$ cat src/rtl/pb_debouncer_multi.sv
`default_nettype none
// ============================================================================
//  Module   : pb_debouncer_multi
//  Purpose  : N-channel push-button conditioner. Each channel has a 2-flop
//             synchroniser, press/release debounce, per-channel polarity,
//             long-press and auto-repeat event generation.
//  Ports    : clk                - sole clock
//             rst                - asynchronous active-low reset
//             PB[N_CH]           - raw asynchronous button pins
//             PB_pressed_status  - level, channel considered pressed
//             PB_pressed_pulse   - one-cycle pulse on accepted press
//             PB_released_pulse  - one-cycle pulse on accepted release
//             PB_long_pulse      - one-cycle pulse when hold hits LONG_DELAY
//             PB_repeat_pulse    - one-cycle pulse every REPEAT_PERIOD after long
//             any_pressed        - OR of PB_pressed_status
//  Revision : 1.0 - initial release
// ============================================================================
module pb_debouncer_multi #(
  parameter int              N_CH          = 4,
  parameter int              DELAY         = 10,
  parameter int              LONG_DELAY    = 50000,
  parameter int              REPEAT_PERIOD = 10000,
  parameter logic [N_CH-1:0] ACTIVE_LOW    = '0
) (
  input  logic            clk,
  input  logic            rst,
  input  logic [N_CH-1:0] PB,
  output logic [N_CH-1:0] PB_pressed_status,
  output logic [N_CH-1:0] PB_pressed_pulse,
  output logic [N_CH-1:0] PB_released_pulse,
  output logic [N_CH-1:0] PB_long_pulse,
  output logic [N_CH-1:0] PB_repeat_pulse,
  output logic            any_pressed
);

  localparam int TMR_W  = $clog2(DELAY);
  localparam int HOLD_W = (LONG_DELAY > 0) ? $clog2(LONG_DELAY + 1) : 1;
  localparam int REP_W  = (REPEAT_PERIOD > 0) ? $clog2(REPEAT_PERIOD + 1) : 1;

  // Long-press disabled also disables repeat, since repeat is armed by long.
  localparam bit LONG_EN = (LONG_DELAY > 0);
  localparam bit REP_EN  = LONG_EN && (REPEAT_PERIOD > 0);

  localparam logic [TMR_W-1:0]  TMR_MAX  = TMR_W'(DELAY - 1);
  localparam logic [HOLD_W-1:0] HOLD_MAX = HOLD_W'(LONG_EN ? LONG_DELAY - 1 : 0);
  localparam logic [REP_W-1:0]  REP_MAX  = REP_W'(REP_EN ? REPEAT_PERIOD - 1 : 0);

  typedef enum logic [2:0] {
    S_IDLE     = 3'd0,
    S_COUNT_P  = 3'd1,
    S_PRESSED  = 3'd2,
    S_HELD     = 3'd3,
    S_COUNT_R  = 3'd4,
    S_RELEASED = 3'd5
  } state_e;

  for (genvar i = 0; i < N_CH; i++) begin : g_ch
    logic              act_raw;
    logic              sync1_q;
    logic              act_q;
    state_e            state_q,     state_d;
    logic [TMR_W-1:0]  timer_q,     timer_d;
    logic [HOLD_W-1:0] hold_q,      hold_d;
    logic [REP_W-1:0]  rep_q,       rep_d;
    logic              long_done_q, long_done_d;
    logic              long_evt;

    // Polarity is folded in before synchronising so reset (flops at 0)
    // always reads as "not pressed" regardless of pin polarity.
    assign act_raw = PB[i] ^ ACTIVE_LOW[i];

    always_ff @(posedge clk or negedge rst) begin
      if (!rst) begin
        sync1_q     <= 1'b0;
        act_q       <= 1'b0;
        state_q     <= S_IDLE;
        timer_q     <= '0;
        hold_q      <= '0;
        rep_q       <= '0;
        long_done_q <= 1'b0;
      end else begin
        sync1_q     <= act_raw;
        act_q       <= sync1_q;
        state_q     <= state_d;
        timer_q     <= timer_d;
        hold_q      <= hold_d;
        rep_q       <= rep_d;
        long_done_q <= long_done_d;
      end
    end

    // long_done_q guards against re-firing while hold_q sits saturated.
    assign long_evt = LONG_EN && (state_q == S_HELD) && !long_done_q &&
                      (hold_q == HOLD_MAX) && act_q;

    always_comb begin
      state_d = state_q;
      case (state_q)
        S_IDLE:     if (act_q) state_d = S_COUNT_P;
        S_COUNT_P: begin
          if (!act_q)                  state_d = S_IDLE;
          else if (timer_q == TMR_MAX) state_d = S_PRESSED;
        end
        S_PRESSED:  state_d = S_HELD;
        S_HELD:     if (!act_q) state_d = S_COUNT_R;
        S_COUNT_R: begin
          if (act_q)                   state_d = S_HELD;
          else if (timer_q == TMR_MAX) state_d = S_RELEASED;
        end
        S_RELEASED: state_d = S_IDLE;
        default:    state_d = S_IDLE;
      endcase
    end

    // Hold/repeat counters only move in HELD, so a release bounce through
    // COUNT_R freezes them and they resume on return to HELD.
    always_comb begin
      timer_d     = (state_d != state_q) ? '0 : timer_q + TMR_W'(1);
      hold_d      = hold_q;
      rep_d       = rep_q;
      long_done_d = long_done_q;
      if (state_q == S_PRESSED) begin
        hold_d      = '0;
        long_done_d = 1'b0;
      end else if (state_q == S_HELD) begin
        if (hold_q != HOLD_MAX) hold_d = hold_q + HOLD_W'(1);
        if (long_evt) begin
          long_done_d = 1'b1;
          rep_d       = '0;
        end else if (long_done_q) begin
          rep_d = (rep_q == REP_MAX) ? '0 : rep_q + REP_W'(1);
        end
      end
    end

    assign PB_pressed_status[i] = (state_q == S_PRESSED) || (state_q == S_HELD) ||
                                  (state_q == S_COUNT_R);
    assign PB_pressed_pulse[i]  = (state_q == S_PRESSED);
    assign PB_released_pulse[i] = (state_q == S_RELEASED);
    assign PB_long_pulse[i]     = long_evt;
    assign PB_repeat_pulse[i]   = REP_EN && (state_q == S_HELD) && long_done_q &&
                                  (rep_q == REP_MAX) && act_q;
  end

  assign any_pressed = |PB_pressed_status;

endmodule
`default_nettype wire
$ cat config.mk
export PLATFORM = sky130hd
export DESIGN_NAME = pb_debouncer_multi
export DESIGN_NICKNAME = d
export VERILOG_FILES = /design/src/rtl/pb_debouncer_multi.sv
export SDC_FILE = /design/constraint.sdc
export NUM_CORES = 1
export LEC_CHECK = 0
export BUFFER_PORTS_ARGS = -buffer_cell sky130_fd_sc_hd__buf_2
export CORE_ASPECT_RATIO = 1.1
export CORE_MARGIN = 2
export CORE_UTILIZATION = 45
export CTS_CLUSTER_DIAMETER = 40
export DETAILED_ROUTE_END_ITERATION = 10
export HOLD_SLACK_MARGIN = 0.02
export MAX_ROUTING_LAYER = met4
export SLEW_MARGIN = 20
export SYNTH_ARGS = -nofsm -noshare
export SYNTH_HDL_FRONTEND = slang
export SYNTH_SLANG_ARGS = --single-unit
$ cat constraint.sdc
create_clock -name clk -period 4.5 [get_ports clk]
set_input_delay 0.675 -clock clk [delete_from_list [all_inputs] [get_ports clk]]
set_output_delay 0.675 -clock clk [all_outputs]
set_load 0.02 [all_outputs]
# ---- Word level (Yosys, flattened, before mapping)
# Cells that the tools add are included.
dict set report classes {
  addsub 12
  eq_ne 40
  mux 68
  bitwise_logic 4
  reduce_logical 69
}
# cell n
set op_table {}
lappend op_table {{$mux 16} 12}
lappend op_table {{$mux 14} 12}
lappend op_table {{$mux 3} 24}
lappend op_table {{$add 16x1->16 const B} 4}
lappend op_table {{$eq 16x16->1 const B} 4}
lappend op_table {{$ne 16x16->1 const B} 4}
lappend op_table {{$pmux 3 s5} 4}
lappend op_table {{$add 14x1->14 const B} 4}
lappend op_table {{$eq 14x14->1 const B} 4}
lappend op_table {{$reduce_bool 2->1} 16}
lappend op_table {{$eq 3x2->1 const B} 8}
lappend op_table {{$eq 3x3->1 const B} 8}
lappend op_table {{$logic_and 1x1->1} 24}
lappend op_table {{$add 4x1->4 const B} 4}
lappend op_table {{$eq 4x4->1 const B} 4}
lappend op_table {{$mux 4} 4}
lappend op_table {{$reduce_and 2->1} 8}
lappend op_table {{$eq 3x1->1 const B} 4}
lappend op_table {{$logic_not 3->1} 4}
lappend op_table {{$mux 1} 12}
lappend op_table {{$ne 3x3->1} 4}
lappend op_table {{$reduce_and 3->1} 4}
lappend op_table {{$logic_or 1x1->1} 8}
lappend op_table {{$logic_not 1->1} 4}
lappend op_table {{other kinds (2)} 5}
dict set report totals {
  register_bits 160
  inputBits 6
}

# ---- Depth between registers and ports, before layout
# Gate-level depths: netlist (run 1).
dict set report logic_depth {
  depth_word 7
  depth_mapped 8
  depth_no_buf 7
}

# ---- Worst setup path before layout (run 1)
# OpenSTA, ideal clock, no wires.
dict set report synth_path {
  path_kind {reg2out}
  startpoint {reg g_ch[1].rep_q[11]}
  endpoint {out PB_repeat_pulse[1]}
  arrival_ns 2.254
  required_time_ns 3.825
  setup_slack_ns 1.571
  path_stages_with_launch 5
  n_path_buf 1
  cell_sequence {dfrtp_1 > or4b_2 > or4_1 > clkbuf_1 > nor3_1}
}
dict set report synth_between {
  elab_chain_len 3
}
# item line
set synth_lines {}
lappend synth_lines {{start, declared} 64} ;# logic [REP_W-1:0] rep_q, rep_d;
lappend synth_lines {{start signal, assigned} 87} ;# rep_q <= rep_d;
lappend synth_lines {{$eq 14x14->1} 142} ;# (rep_q == REP_MAX) && act_q;
lappend synth_lines {{$logic_and 1x1->1} 141} ;# assign PB_repeat_pulse[i] = REP_EN && (state_q == S_HELD) && long_done_q &&
lappend synth_lines {{$logic_and 1x1->1} 142}
lappend synth_lines {{end, declared} 32} ;# output logic [N_CH-1:0] PB_repeat_pulse,
# Every way passes these cells.

# ---- Final worst setup path (run 1)
dict set report layout_path {
  startpoint {reg g_ch[1].hold_q[0]}
  endpoint {out PB_long_pulse[1]}
}
dict set report layout_between {
  elab_chain_len 3
}
# item line
set layout_lines {}
lappend layout_lines {{start, declared} 63} ;# logic [HOLD_W-1:0] hold_q, hold_d;
lappend layout_lines {{start signal, assigned} 86} ;# hold_q <= hold_d;
lappend layout_lines {{$eq 16x16->1} 94} ;# (hold_q == HOLD_MAX) && act_q;
lappend layout_lines {{$logic_and 1x1->1} 93} ;# assign long_evt = LONG_EN && (state_q == S_HELD) && !long_done_q &&
lappend layout_lines {{$logic_and 1x1->1} 94}
lappend layout_lines {{end, declared} 31} ;# output logic [N_CH-1:0] PB_long_pulse,
# Every way passes these cells.

==> results.cfg, run 1 <==
[grt]
globalRouteOverflowTotal = 0
groute.usage.overall_pct = 19.7
grt_pass1_wl_um = 31600
grt_pass1_vias = 6599
grt_max_degree = 98
antenna_found_initial = 0

[place]
gp_congestion = 0.778
place_ws_ns = 1.64
port-buffer-count = 26
placed_cell_area_sq_um = 8940
dp_cells = 1184
post-dp-hpwl_um = 11900

[logic_synthesis]
syn_area_sq_um = 8610
ys_top_cells_by_area = dfrtp_1, xnor2_1, nor2_1
yosysTopAreaCell = dfrtp_1
synth_top_area_share_pct = 46.5
synthArstFlopShare_pct = 100
synth_seq_cells = 160
netlist_instances = 945
yosysSeqAreaShare_pct = 46.5
synth_edf_count = 0
syn_avg_cell_area_sq_um = 9.11
yosysMostFrequentCell = dfrtp_1
syn_nets = 967
synth.yosys.warnings = 0
synth_flop_cell = dfrtp_1
ys_types = 65
yosys-top-cells-count = dfrtp_1, nor2_1, nand2_1

[clock_network]
cts_resized = 0
cts.sinks = 160
cts_buffer_depth = 2
postCtsSetupRepairBufs = 0
cts_hold_buffers = 0
cts_buffers = 17
clkTransAtPathRegs_ns = 0.07
clkLatencyLatePin_ns = 0.43
cts-root-buf = clkbuf_16
cts_tree = built
cts_max_level = 4

[floorplan]
core_sq_um = 19000
die_area_sq_um = 20300
rows = 53
initial_core_util_pct = 45.4
die_y_um = 149
io_pins = 27
die_w_um = 136

[outcome]
outcome = complete, no violations

[worst_setup_path]
cp-end-kind = output port
crit_slowest_cell = and4_1
cp.arrival_ns = 2.66
critPathMaxStageDelay_ns = 0.56
path_cells = ha_1 > nor4bb_1 > and4_1 > nand3_1 > clkinv_1 > buf_2
path_buf_inv = 2
crit_family = simple AND/OR/NAND/NOR gates
crit_path_max_fanout = 15
path_class = reg -> out
start_kind = flip-flop
worstPathRequired_ns = 3.83

[sta]
finalMaxSlewViolations = 0
worstMarginPinSlew_ns = 0.996
fin_hold_ws_ns = 0.319
final.setup.worst_slack_ns = 1.16
period_needed_ns = 3.34
fmax_ghz = 0.300
final.setup.tns_ns = 0
grt_setup_unrepaired = no
finalHoldViolations = 0
slew_headroom_pct = 33.0
min_period_over_period_pct = 74.1
finClkSkew_ns = 0.00781
finalSetupViolations = 0

[finish]
finalNonFillerCells = 1216
area_growth_pct = 10.9
design_area_sq_um = 9550
drive_gt1_share_pct = 8.67
fin_nets = 978
fillCellCount = 1809
fin_util_pct = 50.3
diodes = 0

[drt]
drcViolationCount = 0
detail-route-antenna-nets = 0
routed_wl_um = 18000
num_vias = 6859
wire_per_inst_um = 14.8
dr.first_iter.drc_count = 454
vias_per_cell = 5.64
first_pass_iters = 4

[pwr]
p_int_mw = 2.50
clock_power_share_pct = 43.9
power.density_nw_per_um2 = 354
finalPower_mw = 3.38
switching_power_mw = 0.877
switching_share_pct = 26.0
p_leak_nw = 4.09
irDropWorstVdd_uv = 248
power_frac_comb_pct = 8.6
seqPwrFrac_pct = 47.5

[flow_run]
max-cap-violations = 0

[worst_hold_path]
hp-class = in -> async
==> final cells by class <==
type	instances	area, sq um	area share [%]
Inverter	28	105	1.10
Clock inverter	11	125	1.31
Multi-Input combinational cell	717	4330	45.4
Sequential cell	160	4000	41.9
Timing Repair Buffer	32	194	2.03
Clock buffer	21	480	5.03
Tap cell	247	309	3.24
==> final timing paths <==
| path | start | to | slack [ns] | depth (start not counted) |
|---|---|---|---|---|
| min in group clk | PB[2] | g_ch[2].sync1_q | 0.35 | 1 |
| max in group asynchronous | rst | g_ch[3].long_done_q | 3.30 | 2 |
| hold reg to reg | g_ch[1].sync1_q | g_ch[1].act_q | 0.35 | 0 |
| setup / recovery | g_ch[1].hold_q[0] | PB_long_pulse[1] | 1.16 | 6 |
| setup reg to reg | g_ch[0].state_q[0] | g_ch[0].rep_q[12] | 1.83 | 5 |
| hold / removal | rst | g_ch[0].rep_q[6] | 0.32 | 1 |
==> worst register-to-register path, cell delays in order (launching register included) <==
cell	delay, ns
dfrtp_1	0.65
inv_1	0.22
nor4_1	0.58
a21oi_1	0.41
or4_1	0.59
a21oi_1	0.15
==> metal layers <==
layer	wire, um	up-vias	GRT usage (%)
met2	8590	105	31.2
met5	0	-	-
met3	667	16	3.98
li1	-	3445	-
met4	184	0	5.21
met1	8590	3293	25.9
==> flip-flops by register name (all words and copies together), names as in the netlist <==
signal,flops
g_ch.act_q,4
g_ch.sync1_q,4
g_ch.state_q,12
g_ch.rep_q,56
g_ch.long_done_q,4
g_ch.timer_q,16
g_ch.hold_q,64
==> kinds of logic after synthesis <==
kind of cell	count (synthesis)	synth area share, %
compound gates	182	13.2
xor+xnor	63	6.41
fa+ha+maj	16	2.33
buf+inv	68	3.26
flops	160	46.5
mux	5	0.596
simple gates	451	27.7
==> layout by cell type (no fill, tap or decap), types with 4 or more instances in the layout <==
master	netlist	final
a31oi_1	8	8
nor3_1	20	20
nor2b_1	9	9
nand4bb_1	4	4
or4b_2	6	6
a22o_1	5	5
nand3b_1	6	6
and4_1	8	8
xor2_1	8	8
a211oi_1	8	8
xnor2_1	55	55
mux2i_1	4	4
nor4b_1	4	4
nor2_1	120	120
o32ai_1	8	8
inv_1	27	27
o41ai_1	5	5
o31ai_1	8	8
nor3b_1	4	4
nand3_1	52	52
and3_1	19	19
dfrtp_1	160	160
ha_1	16	16
nand4_1	27	27
and2_1	6	6
o21ai_0	48	47
nand2_1	81	81
or2_2	4	4
nor4_1	27	26
o211ai_1	4	4
clkbuf_8	0	4
nand2b_1	9	9
or4_1	9	9
or3_1	22	22
clkbuf_16	0	17
buf_4	4	5
a21oi_1	60	60
buf_2	2	25
==> power by group through the flow <==
stage	clock network (mW)	registers (mW)	logic, mW
final	1.48	1.60	0.291
after global routing	1.59	1.62	0.338
after CTS	1.53	1.60	0.300
after detailed placement	0	1.63	0.299
after global placement	0	1.63	0.294
after floorplan	0	1.59	0.228
Note: power is estimated with default switching activity, not from simulation.
==> inputs of run 2 (changes only) <==
Clock period 4.5 ns to 3.13 ns, I/O delays scaled along.
==> results.cfg, run 2 (synthesized netlist as in run 1, its figures left out) <==
[worst_setup_path]
crit_path_max_fanout = 7
worstPathRequired_ns = 2.66
cp.arrival_ns = 2.51
rrSetupSlack_ns = 0.71
start_kind = flip-flop
reg2reg_to = g_ch[0].rep_q[12]
cp-end-kind = output port
r2r_cells = 6
r2r-start = g_ch[0].state_q[0]
path_class = reg -> out

[grt]
grt_util_met3_pct = 3.57
grt_max_degree = 64
groute.usage.overall_pct = 19.9
grt_pass1_vias = 6669
grt-busiest-layer = met2
antenna_found_initial = 0
globalRouteOverflowTotal = 0
grt_pass1_wl_um = 31900
grtUsageMet2_pct = 31.5
met1_usage_pct = 26.4

[place]
dp_cells = 1199
gp_congestion = 0.802
post-dp-hpwl_um = 12500
port-buffer-count = 26

[floorplan]
rows = 53
die_y_um = 149
core_sq_um = 19000
io_pins = 27
initial_core_util_pct = 45.4
die_area_sq_um = 20300
die_w_um = 136

[finish]
diodes = 0
finalNonFillerCells = 1232
fillCellCount = 1790
drive_gt1_share_pct = 10.1
fin_nets = 994
reg.largest.list = g_ch.hold_q x64, g_ch.rep_q x56, g_ch.timer_q x16
area_growth_pct = 12.3
layout_commonest_cell = dfrtp_1
largest_reg_flops = 64
final_cell_mix = dfrtp_1, nor2_1, nand2_1
largest-register = g_ch.hold_q

[clock_network]
cts_buffers = 17
cts-root-buf = clkbuf_16
cts_tree = built
cts_buffer_depth = 2
cts_max_level = 4
clkTransAtPathRegs_ns = 0.06
postCtsSetupRepairBufs = 0
cts.sinks = 160
clkLatencyLatePin_ns = 0.43

[pwr]
finalPower_mw = 4.86
power.density_nw_per_um2 = 502
p_leak_nw = 4.15
irDropWorstVdd_uv = 401

[drt]
wire_per_inst_um = 14.9
routed_wl_um = 18300
dr.first_iter.drc_count = 318
first_pass_iters = 4
detail-route-antenna-nets = 0
drcViolationCount = 0
vias_per_cell = 5.60
num_vias = 6895

[sta]
final.setup.tns_ns = 0
finClkSkew_ns = 0.0133
finalHoldViolations = 0
grt_setup_unrepaired = no
slew_headroom_pct = 40.4
finalMaxSlewViolations = 0
worstMarginPinSlew_ns = 0.894
min_period_over_period_pct = 95.3
finalSetupViolations = 0
period_needed_ns = 2.98
fmax_ghz = 0.335

[worst_hold_path]
hp-class = in -> reg
min-delay-start = PB[1]
hold_end = g_ch[1].sync1_q
min_path_cells = 1

[flow_run]
max-cap-violations = 0

[outcome]
outcome = complete, no violations
==> run 2: how the worst max path moves through the flow <==
stage,slack (ns),depth (start not counted),startpoint,endpoint
5_1_grt,0.02,4,g_ch[1].rep_q[11],PB_repeat_pulse[1]
4_1_cts,0.04,4,g_ch[1].rep_q[11],PB_repeat_pulse[1]
6_report,0.15,4,g_ch[1].rep_q[11],PB_repeat_pulse[1]
3_3_place_gp,0.48,4,g_ch[1].rep_q[11],PB_repeat_pulse[1]
3_5_place_dp,0.51,4,g_ch[1].rep_q[11],PB_repeat_pulse[1]
2_1_floorplan,0.41,4,g_ch[1].rep_q[11],PB_repeat_pulse[1]
==> run 2: repair_timing <==
item | 4_1_cts | 5_1_grt
hold buffers | 1 | 0
setup endpoints to repair | 0 | 1
endpoints found under the hold margin | 48 | 0
resized for setup | 0 | 1
==> run 2: metal layers <==
layer  share of wire (%)  routed length, um  vias to the layer above
li1                    -                  -                     3478
met1                  49               8970                     3336
met2                  48               8760                       71
met3                 2.3                428                       10
met4                0.86                157                        0
met5                   0                  0                        -
==> run 2: final cells by class <==
cell class | count | area [sq um] | share of cell area [%]
multi-input cells | 717 | 4340 | 44.8
flip-flops and latches | 160 | 4000 | 41.4
clock buffers | 21 | 470 | 4.87
repair buffers | 48 | 317 | 3.27
well taps | 247 | 309 | 3.20
clock inverters | 11 | 129 | 1.33
inverters | 28 | 105 | 1.09
==> run 2: report_power, final <==
part           total (mW)  internal, mW  leakage (nW)  switching [mW]
Sequential           2.29          2.17          2.19           0.122
Clock                2.11          1.24         0.278           0.869
Combinational       0.451         0.173          1.67           0.278
==> run 2: through the flow <==
stage,utilization [%],area [sq um],setup WS (ns),hold WS (ns)
after floorplan,-,8610,0.406,0.174
after global placement,47.8,9060,0.482,0.333
after detailed placement,47.8,9060,0.512,0.336
after CTS,51.0,9670,0.0449,0.127
after global routing,51.0,9670,0.0215,0.125
final,51.0,9670,0.147,0.142
==> run 2: worst max-delay path, stage by stage, from the launching register on <==
cell     delay (ns)
dfrtp_1        0.43
or4b_2         0.70
or4_4          0.58
nor3_1         0.18
buf_2          0.19
==> inputs of run 3 (changes only) <==
Settings changed: GPL_TIMING_DRIVEN set to 0.
==> results.cfg, run 3 (synthesized netlist as in run 1, its figures left out) <==
[pwr]
power.density_nw_per_um2 = 516
p_leak_nw = 4.20
seqPwrFrac_pct = 44.7
p_int_mw = 3.85
irDropWorstVdd_uv = 372
finalPower_mw = 5.08
switching_share_pct = 24.2
clock_power_share_pct = 46.0
switching_power_mw = 1.23
power_frac_comb_pct = 9.3

[grt]
grt_max_degree = 62
groute.usage.overall_pct = 19.9
globalRouteOverflowTotal = 0
grt_pass1_wl_um = 32200
grt_pass1_vias = 6700
antenna_found_initial = 0

[finish]
drive_gt1_share_pct = 9.24
layout_commonest_cell = dfrtp_1
reg.largest.list = g_ch.hold_q x64, g_ch.rep_q x56, g_ch.timer_q x16
multi_input_area_sq_um = 4360
fillCellCount = 1809
diodes = 0
fin_util_pct = 51.9
area_growth_pct = 14.3
largest_reg_flops = 64
largest-register = g_ch.hold_q
final_cell_mix = dfrtp_1, nor2_1, nand2_1
fin_nets = 1017
finalNonFillerCells = 1254
seq_area_sq_um = 4000

[worst_hold_path]
hp-class = in -> reg
min_path_cells = 1

[worst_setup_path]
path_cells = or4b_2 > or4_4 > nor3_2 > buf_2
r2r_cells = 5
rrSetupSlack_ns = 0.55
worstPathRequired_ns = 2.66
critPathMaxStageDelay_ns = 0.70
crit_slowest_cell = or4b_2
path_class = reg -> out
start_kind = flip-flop
crit_path_max_fanout = 7
cp-end-kind = output port
cp.arrival_ns = 2.57

[clock_network]
cts_max_level = 4
cts_tree = built
clkLatencyLatePin_ns = 0.43
cts.sinks = 160
cts-root-buf = clkbuf_16
clkTransAtPathRegs_ns = 0.06
cts_buffers = 17
cts_buffer_depth = 2

[place]
gp_congestion = 0.805
port-buffer-count = 26
dp_cells = 1220
post-dp-hpwl_um = 12500

[floorplan]
die_y_um = 149
die_area_sq_um = 20300
rows = 53
die_w_um = 136
initial_core_util_pct = 45.4
io_pins = 27
core_sq_um = 19000

[drt]
dr.first_iter.drc_count = 355
drcViolationCount = 0
num_vias = 7073
routed_wl_um = 18400
vias_per_cell = 5.64
wire_per_inst_um = 14.7
detail-route-antenna-nets = 0
first_pass_iters = 5

[sta]
slew_headroom_pct = 32.3
min_period_over_period_pct = 97.1
fmax_ghz = 0.329
period_needed_ns = 3.04
finClkSkew_ns = 0.0168
worstMarginPinSlew_ns = 1.01
finalSetupViolations = 0
fin_hold_ws_ns = 0.147
finalHoldViolations = 0
finalMaxSlewViolations = 0

[flow_run]
max-cap-violations = 0

[outcome]
outcome = complete, no violations
==> run 3: cell types whose count changed in the layout (fill, tap and decap cells not counted), moves of 2 or more <==
cell and change:
buf_4 -12, buf_16 +2, clkbuf_1 +32, clkinvlp_4 -3, clkbuf_8 -2, bufinv_16 +4
inv_6 -2, clkinv_2 +2
==> run 3: through the flow <==
step | cell area [sq um] | setup WS (ns) | TNS (ns)
6_report | 9840 | 0.0915 | 0
5_1_grt | 9840 | -0.00693 | -0.00693
2_1_floorplan | 8610 | 0.406 | 0
3_3_place_gp | 9050 | -1.01 | -159.02
4_1_cts | 9800 | 0.00275 | 0
3_5_place_dp | 9110 | -0.0742 | -0.0742
==> run 3: layout make-up <==
cell class	count	area share [%]
multi-input cells	717	44.3
flip-flops and latches	160	40.7
clock buffers	20	4.54
well taps	247	3.14
repair buffers	32	2.31
clock inverters	11	2.15
plain buffers	39	1.78
inverters	28	1.11
==> run 3: power groups by stage <==
stage	sequential [mW]	clock, mW	combinational (mW)
after global placement	2.31	0	0.461
final	2.27	2.34	0.472
after CTS	2.28	2.41	0.481
after floorplan	2.29	0	0.328
after detailed placement	2.31	0	0.478
after global routing	2.29	2.48	0.553
==> run 3: worst max-delay path, delay by kind of cell, from the launching register on <==
kind	cells	cell delay [ns]
and+or+nand+nor	3	1.51
DFF	1	0.44
buffers and inverters	1	0.20
==> run 3: layer usage <==
metal,vias to the layer above,share of wire [%],global-route usage (%)
met5,-,0,-
met4,0,1.1,5.57
met3,18,2.5,3.09
met2,94,48,31.3
met1,3420,48,26.9
li1,3541,-,-
==> run 3: what timing repair did <==
| item | in CTS | in global routing |
|---|---|---|
| endpoints found under the setup margin | 2 | 3 |
| gates resized for setup | 5 | 5 |
| hold endpoints to repair | 46 | 0 |
| hold buffers | 1 | 0 |
| buffers inserted | 0 | 3 |
| pin swaps | 1 | 2 |
==> run 3: path summary, 6_finish.rpt <==
check	startpoint	endpoint
max	g_ch[1].rep_q[11]	PB_repeat_pulse[1]
min	PB[3]	g_ch[3].sync1_q
max reg2reg	g_ch[1].rep_q[11]	g_ch[1].rep_q[5]
min reg2reg	g_ch[0].sync1_q	g_ch[0].act_q
max in group asynchronous	rst	g_ch[3].timer_q[3]
min in group asynchronous	rst	g_ch[0].rep_q[2]
